===== src/rtl/iob_soc_opencryptolinux_mem_arb_if.sv =====
// Bus bundle for the two-master external-memory arbiter.
// Packed layouts (MSB to LSB):
//   req  = {avalid, addr, wdata, wstrb}
//   resp = {rdata, rvalid, ready}
// Signals:
//   m0_req_i / m0_resp_o : master 0 (instruction bus) request / response
//   m1_req_i / m1_resp_o : master 1 (data bus) request / response
//   s_req_o  / s_resp_i  : merged request to / response from external memory
// Modports:
//   slave  : the arbiter side (consumes master requests, drives memory request)
//   master : the environment side (masters and memory model)
interface iob_soc_opencryptolinux_mem_arb_if #(
  parameter int ADDR_W = 32,
  parameter int DATA_W = 32
);
  localparam int REQ_W  = 1 + ADDR_W + DATA_W + DATA_W / 8;
  localparam int RESP_W = DATA_W + 2;

  logic [REQ_W-1:0]  m0_req_i;
  logic [RESP_W-1:0] m0_resp_o;
  logic [REQ_W-1:0]  m1_req_i;
  logic [RESP_W-1:0] m1_resp_o;
  logic [REQ_W-1:0]  s_req_o;
  logic [RESP_W-1:0] s_resp_i;

  modport slave (
    input  m0_req_i, m1_req_i, s_resp_i,
    output m0_resp_o, m1_resp_o, s_req_o
  );

  modport master (
    output m0_req_i, m1_req_i, s_resp_i,
    input  m0_resp_o, m1_resp_o, s_req_o
  );
endinterface


===== src/rtl/iob_soc_opencryptolinux_mem_arb.sv =====
// Two-master IOb arbiter merging the instruction and data request streams
// into the single external-memory port. Round-robin priority, one master
// granted at a time, at most one outstanding read whose response is routed
// back to the master that issued it.
// Ports:
//   clk_i     : system clock
//   cke_i     : clock enable; registered state advances only when 1
//   rst_i     : synchronous active-high reset (honoured regardless of cke_i)
//   bus       : master/slave request and response bundle (slave modport)
//   state_dbg : current FSM state (0 IDLE, 1 BUSY, 2 RD_WAIT)
//
// Handshake: a request is accepted on a cycle where avalid=1 and ready=1.
// wstrb != 0 marks a write (complete at acceptance); wstrb == 0 marks a read
// (complete on the first later cycle with memory rvalid=1). Masters hold req
// stable until ready; nothing is buffered here.
module iob_soc_opencryptolinux_mem_arb #(
  parameter int ADDR_W = 32,
  parameter int DATA_W = 32
) (
  input  logic                                clk_i,
  input  logic                                cke_i,
  input  logic                                rst_i,
  iob_soc_opencryptolinux_mem_arb_if.slave    bus,
  output logic [1:0]                          state_dbg
);
  localparam int STRB_W = DATA_W / 8;
  localparam int REQ_W  = 1 + ADDR_W + DATA_W + STRB_W;
  localparam int RESP_W = DATA_W + 2;

  typedef enum logic [1:0] {
    IDLE    = 2'd0,
    BUSY    = 2'd1,
    RD_WAIT = 2'd2
  } state_t;

  state_t state, state_n;
  logic   owner, owner_n;
  logic   prio, prio_n;

  logic [REQ_W-1:0]  owner_req;
  logic              m0_avalid, m1_avalid, owner_avalid, owner_write;
  logic              s_ready, s_rvalid;
  logic [DATA_W-1:0] s_rdata;
  logic [REQ_W-1:0]  s_req;
  logic              m0_ready, m1_ready, m0_rvalid, m1_rvalid;

  assign m0_avalid    = bus.m0_req_i[REQ_W-1];
  assign m1_avalid    = bus.m1_req_i[REQ_W-1];
  assign owner_req    = owner ? bus.m1_req_i : bus.m0_req_i;
  assign owner_avalid = owner_req[REQ_W-1];
  assign owner_write  = |owner_req[STRB_W-1:0];

  assign s_ready  = bus.s_resp_i[0];
  assign s_rvalid = bus.s_resp_i[1];
  assign s_rdata  = bus.s_resp_i[RESP_W-1:2];

  always_ff @(posedge clk_i) begin
    if (rst_i) begin
      state <= IDLE;
      owner <= 1'b0;
      prio  <= 1'b0;
    end else if (cke_i) begin
      state <= state_n;
      owner <= owner_n;
      prio  <= prio_n;
    end
  end

  always_comb begin
    state_n   = state;
    owner_n   = owner;
    prio_n    = prio;
    s_req     = '0;
    m0_ready  = 1'b0;
    m1_ready  = 1'b0;
    m0_rvalid = 1'b0;
    m1_rvalid = 1'b0;

    case (state)
      IDLE: begin
        if (m0_avalid || m1_avalid) begin
          // Tie goes to prio; otherwise the lone requester wins.
          owner_n = (m0_avalid && m1_avalid) ? prio : m1_avalid;
          state_n = BUSY;
        end
      end
      BUSY: begin
        s_req = owner_req;
        if (owner) m1_ready = s_ready;
        else       m0_ready = s_ready;
        if (owner_avalid && s_ready) begin
          if (owner_write) begin
            state_n = IDLE;
            prio_n  = ~owner;
          end else begin
            state_n = RD_WAIT;
          end
        end else if (!owner_avalid) begin
          // Withdrawn request: give up the grant without touching priority.
          state_n = IDLE;
        end
      end
      RD_WAIT: begin
        if (owner) m1_rvalid = s_rvalid;
        else       m0_rvalid = s_rvalid;
        if (s_rvalid) begin
          state_n = IDLE;
          prio_n  = ~owner;
        end
      end
      default: begin
        state_n = IDLE;
      end
    endcase

    // Keep the ports quiet while reset is held, whatever the stale state.
    if (rst_i) begin
      s_req     = '0;
      m0_ready  = 1'b0;
      m1_ready  = 1'b0;
      m0_rvalid = 1'b0;
      m1_rvalid = 1'b0;
    end
  end

  // rdata is broadcast; only rvalid and ready are steered.
  assign bus.s_req_o   = s_req;
  assign bus.m0_resp_o = {s_rdata, m0_rvalid, m0_ready};
  assign bus.m1_resp_o = {s_rdata, m1_rvalid, m1_ready};
  assign state_dbg     = state;
endmodule


===== src/flat_wrapper.sv =====
// flat-port wrapper written by rule: the top's interface ports become plain ports
module iob_soc_opencryptolinux_mem_arb_flat 
#(
  parameter int ADDR_W = 32,
  parameter int DATA_W = 32
)
  (clk_i, cke_i, rst_i, state_dbg, bus_m0_req_i, bus_m1_req_i, bus_s_resp_i, bus_m0_resp_o, bus_m1_resp_o, bus_s_req_o);
  iob_soc_opencryptolinux_mem_arb_if #(.ADDR_W(ADDR_W), .DATA_W(DATA_W)) bus_i ();
  input  logic clk_i;
  input  logic cke_i;
  input  logic rst_i;
  output logic [1:0] state_dbg;
  input wire logic [$bits(bus_i.m0_req_i)-1:0] bus_m0_req_i;
  input wire logic [$bits(bus_i.m1_req_i)-1:0] bus_m1_req_i;
  input wire logic [$bits(bus_i.s_resp_i)-1:0] bus_s_resp_i;
  output wire logic [$bits(bus_i.m0_resp_o)-1:0] bus_m0_resp_o;
  output wire logic [$bits(bus_i.m1_resp_o)-1:0] bus_m1_resp_o;
  output wire logic [$bits(bus_i.s_req_o)-1:0] bus_s_req_o;
  assign bus_i.m0_req_i = bus_m0_req_i;
  assign bus_i.m1_req_i = bus_m1_req_i;
  assign bus_i.s_resp_i = bus_s_resp_i;
  assign bus_m0_resp_o = bus_i.m0_resp_o;
  assign bus_m1_resp_o = bus_i.m1_resp_o;
  assign bus_s_req_o = bus_i.s_req_o;
  iob_soc_opencryptolinux_mem_arb #(.ADDR_W(ADDR_W), .DATA_W(DATA_W)) u_core (.clk_i(clk_i), .cke_i(cke_i), .rst_i(rst_i), .bus(bus_i), .state_dbg(state_dbg));
endmodule

===== config.mk =====
export PLATFORM = sky130hd
export DESIGN_NAME = iob_soc_opencryptolinux_mem_arb_flat
export DESIGN_NICKNAME = d
export VERILOG_FILES = /design/src/rtl/iob_soc_opencryptolinux_mem_arb_if.sv /design/src/rtl/iob_soc_opencryptolinux_mem_arb.sv /design/src/flat_wrapper.sv
export SDC_FILE = /design/constraint.sdc
export NUM_CORES = 1
export LEC_CHECK = 0
export ABC_AREA = 1
export CAP_MARGIN = 5
export CORE_AREA = 10 10 114 116
export CTS_CLUSTER_SIZE = 12
export DETAILED_ROUTE_END_ITERATION = 6
export DIE_AREA = 0 0 124 126
export GPL_ROUTABILITY_DRIVEN = 0
export GPL_TIMING_DRIVEN = 0
export PLACE_DENSITY = 0.67
export SYNTH_ARGS = -nofsm -noshare
export SYNTH_HDL_FRONTEND = slang
export SYNTH_SLANG_ARGS = --single-unit
export TNS_END_PERCENT = 1

===== constraint.sdc =====
create_clock -name clk_i -period 1.4 [get_ports clk_i]
set_input_delay 0.14 -clock clk_i [delete_from_list [all_inputs] [get_ports clk_i]]
set_output_delay 0.14 -clock clk_i [all_outputs]
set_load 0.01 [all_outputs]

==> results of run 1 <==
==> logic make-up (layout without fill, tap and decap cells) <==
| kind of cell | count (synthesis) | in the layout | share of synthesized area [%] |
|---|---|---|---|
| and+or+nand+nor | 177 | 177 | 38.1 |
| AOI/OAI and AO/OA | 74 | 74 | 20.6 |
| buffers and inverters | 99 | 395 | 36.9 |
| DFF | 4 | 4 | 4.38 |
==> final timing paths <==
| kind | start | end | slack (ps) |
|---|---|---|---|
| max | u_core.state_dbg[0] | bus_s_req_o[58] | -140 |
| max reg2reg | u_core.owner | u_core.prio | -10 |
| min reg2reg | u_core.prio | u_core.prio | 530 |
| min | rst_i | u_core.state_dbg[0] | 380 |
==> metrics by stage <==
step	worst slack (ps)	utilization, %	cell area (sq um)
floorplan	90.1	-	1830
global placement	-1020	45.0	4810
detailed placement	-1000	45.0	4810
CTS	-184	46.3	4960
global route	-212	46.8	5010
finish	-141	46.8	5010
==> cells in the mapped netlist <==
cell,n,share of area [%]
sky130_fd_sc_hd__nor4_1,1,0.34
sky130_fd_sc_hd__nand4_1,1,0.34
sky130_fd_sc_hd__inv_2,2,0.41
sky130_fd_sc_hd__o21ai_2,1,0.48
sky130_fd_sc_hd__nand3_1,6,1.6
sky130_fd_sc_hd__o21bai_1,1,0.41
sky130_fd_sc_hd__nor2_2,1,0.34
sky130_fd_sc_hd__clkbuf_4,1,0.41
sky130_fd_sc_hd__clkbuf_1,8,1.6
sky130_fd_sc_hd__buf_4,74,30
sky130_fd_sc_hd__buf_2,5,1.4
sky130_fd_sc_hd__nor2_4,1,0.62
sky130_fd_sc_hd__nand2_2,1,0.34
sky130_fd_sc_hd__o21ai_0,2,0.55
sky130_fd_sc_hd__or2_1,1,0.34
sky130_fd_sc_hd__nand2_1,153,31
sky130_fd_sc_hd__inv_1,7,1.4
sky130_fd_sc_hd__buf_6,2,1.2
sky130_fd_sc_hd__a21oi_1,70,19
sky130_fd_sc_hd__dfxtp_1,4,4.4
sky130_fd_sc_hd__nor2_1,9,1.8
sky130_fd_sc_hd__nor3_1,3,0.82
==> critical path, cell delays in order (launching register included) <==
cell                      delay, ps
sky130_fd_sc_hd__dfxtp_2        340
sky130_fd_sc_hd__inv_4           40
sky130_fd_sc_hd__nor2_4         140
sky130_fd_sc_hd__nand2_8        110
sky130_fd_sc_hd__buf_12         170
sky130_fd_sc_hd__buf_16         130
sky130_fd_sc_hd__a21oi_4        130
sky130_fd_sc_hd__buf_6          120
==> power by group through the flow <==
stage          Sequential [uW]  Clock (uW)  Combinational [uW]
2_1_floorplan              135           0                 513
3_3_place_gp               133           0                1340
3_5_place_dp               133           0                1360
4_1_cts                    134         239                1450
5_1_grt                    136         253                1560
6_report                   135         234                1450
==> cells in the final DEF (no fill, tap or decap), types with 2 or more instances in the layout <==
cell | netlist | routed
sky130_fd_sc_hd__o21ai_0 | 2 | 2
sky130_fd_sc_hd__nand2_1 | 153 | 151
sky130_fd_sc_hd__buf_8 | 0 | 4
sky130_fd_sc_hd__inv_2 | 2 | 2
sky130_fd_sc_hd__dfxtp_2 | 0 | 3
sky130_fd_sc_hd__clkbuf_4 | 1 | 2
sky130_fd_sc_hd__nand2_2 | 1 | 2
sky130_fd_sc_hd__a21oi_1 | 70 | 41
sky130_fd_sc_hd__clkdlybuf4s15_2 | 0 | 2
sky130_fd_sc_hd__a21oi_4 | 0 | 2
sky130_fd_sc_hd__clkdlybuf4s50_1 | 0 | 207
sky130_fd_sc_hd__nor3_2 | 0 | 2
sky130_fd_sc_hd__a21oi_2 | 0 | 27
sky130_fd_sc_hd__nor2_1 | 9 | 6
sky130_fd_sc_hd__clkbuf_8 | 0 | 7
sky130_fd_sc_hd__inv_4 | 0 | 2
sky130_fd_sc_hd__buf_2 | 5 | 66
sky130_fd_sc_hd__buf_12 | 0 | 3
sky130_fd_sc_hd__buf_4 | 74 | 81
sky130_fd_sc_hd__buf_6 | 2 | 10
sky130_fd_sc_hd__inv_1 | 7 | 5
sky130_fd_sc_hd__nand3_1 | 6 | 6
sky130_fd_sc_hd__nor2_2 | 1 | 4
==> layout make-up <==
cell class              instances  area share, %
repair buffers                294           52.4
multi-input cells             251           24.7
plain buffers                  89           16.1
well taps                     140           3.50
flip-flops and latches          4           1.67
clock buffers                   3          0.825
inverters                       9          0.775
==> repair_timing <==
action                                  CTS  global route
pin swaps                                10             9
endpoints found under the setup margin   73            75
cloned                                    2             0
resized for setup                       373            20
buffers inserted                         10             1
==> sequential cells by signal, indices dropped and copies added (netlist names) <==
| register | cells |
|---|---|
| u_core.state_dbg | 2 |
| u_core.owner | 1 |
| u_core.prio | 1 |
==> per-layer routing <==
metal / up-vias / routed length, microns
met5: - / 0
met4: 0 / 177
met3: 10 / 1470
met2: 166 / 7400
met1: 1470 / 4820
li1: 1651 / -
==> summary.md, run 1 <==
Worst-case clock buffer depth: 2. The routed layout has 3297 vias. Power comes to 1820 uW.

The tools report the critical path endpoint category as an output pin. Across the whole layout, storage elements account for 83.8 sq um. For this run, global-route usage on met1 was measured as 15.8%.

The logs give 3541 for the number of global-route vias before repair and 15600 sq um for the full die area. Data on the critical path arrives at its endpoint at 1400 ps. The final reports fail on setup timing. The maximum number of pins on one net before global-route repair was 11.

Setup repair after global routing could not meet its margin everywhere. The wire length per cell after detailed routing was 17.6 microns. The worst path uses 110% of the clock period. Of the total power, the share spent switching nets is 34.1%. In this run the tightest slew margin relative to its limit is 83.4%. The logs give 10700 sq um for the floorplan core area and 0 for the final count of pins violating max slew. TritonCTS built the clock tree. Registers are responsible for 7.4% of the overall power. The clock reaches the later pin of the worst-skew pair after 210 ps.

The worst-case vdd ir drop was 0.291 mV. The logs give 106 for the number of DRC markers in iteration 0 and 0 for the post-cts hold buffer count. The tools report the final layout net count as 827. The fraction of layout instances using a drive strength above 1 is 34.8%, and the cell area power density is 364 nW/um^2. The number of standard-cell rows in the floorplan is 38. The logs give 0 for the number of inserted diodes and 11800 microns for the sum of net half-perimeters after detailed placement.

Once detail routing completed, the nets flagged for antenna violations numbered 0. For this design the top-level I/O count stands at 314. Final hold analysis gives a worst-case slack of 384 ps. For this configuration, the core starts out at a cell density of 17.1%. In this run the cell area of the synthesized design comes to 1830 sq um.

The count of H-tree levels built during CTS was 1. Per report_power, the clock group accounts for 12.9% of the total. Kind of critical path: register to output pin. Yosys printed 0 warnings. The tools report the total of endpoints with negative setup slack in the final report as 71. The number of sinks on the clock net was 4. The number of iterations in the first detailed-routing pass is 4. The overall routing resource usage is 15.9%. For the number of hold violations in the final report, the log shows 0. CTS placed an instance of sky130_fd_sc_hd__clkbuf_8 at the clock tree root.

The number of synthesized register bits is 4, and the average via count per standard cell is 4.17. Derived from the worst setup path, the maximum achievable clock frequency is 0.649 GHz. Excluding fillers, the count of instances in the completed layout stands at 790. Global routing used 4.78% of the available met3 tracks.

Global routing used 31.3% of the available met2 tracks. Data on the critical path is required at its endpoint by 1260 ps. In this run the worst path has a maximum fanout of 7.

The global-route wire length before repair is 19900 microns, and the internal portion of total power is 1200 uW. Max-cap violations in this run came to 0. The average instance area after synthesis is 5.16 sq um. The clock-pin slew of the registers on the worst-case setup and hold paths is 30 ps. For this design the total switching power over the nets is 621 uW. For this design the static power due to leakage is 0.00237 uW.

The horizontal die dimension works out to 124 microns. Between clock sinks in the finished design, the worst skew comes to 2.43 ps. Setup total negative slack on the finished layout was measured at -3740 ps. After detailed routing, the number of remaining DRC violations is 0. The logs give 1240 sq um for the combined area of the multi-input logic cells and 4.38% for the fraction of the yosys area taken by sequential cells. The number of antenna violations at the first check in global routing was 0. Fill cells in the final layout number 1094. In this run the most used layer during global routing was met2.

The number of nets handed over by synthesis was 529. The share of total power dissipated in combinational logic is 79.7%. Class of the tightest hold or removal check: input port to register. STA classifies the critical path startpoint as a register.

The routed wire length is 13900 microns, and the floorplan die height is 126 microns. The number of placed instances with taps included came out at 775. The run finished, with violations left.

Counting the buffers created by CTS gives 3. Synthesis handed over a netlist of 354 instances. The number of instances on the worst hold path was 2; the time the worst path needs with I/O delays and setup was 1540 ps.

At the pin with the least slew margin, the transition time is 249 ps. The total overflow left after global routing is 0. Yosys mapped the design onto 22 distinct sky130hd cell types. Count of input and output buffers: 281. The tools report the smallest setup slack after layout as -141 ps. The growth of design area from synthesis to finish was 174%. The number of cells on the worst reg-to-reg path was 11.
Power figures use the tool's default switching activity.
==> run 2: changes to the inputs <==
CTS_CLUSTER_SIZE = unset   (was 12)
==> results of run 2 <==
Same layout as run 1: the final DEF is identical, and so are final timing and power.
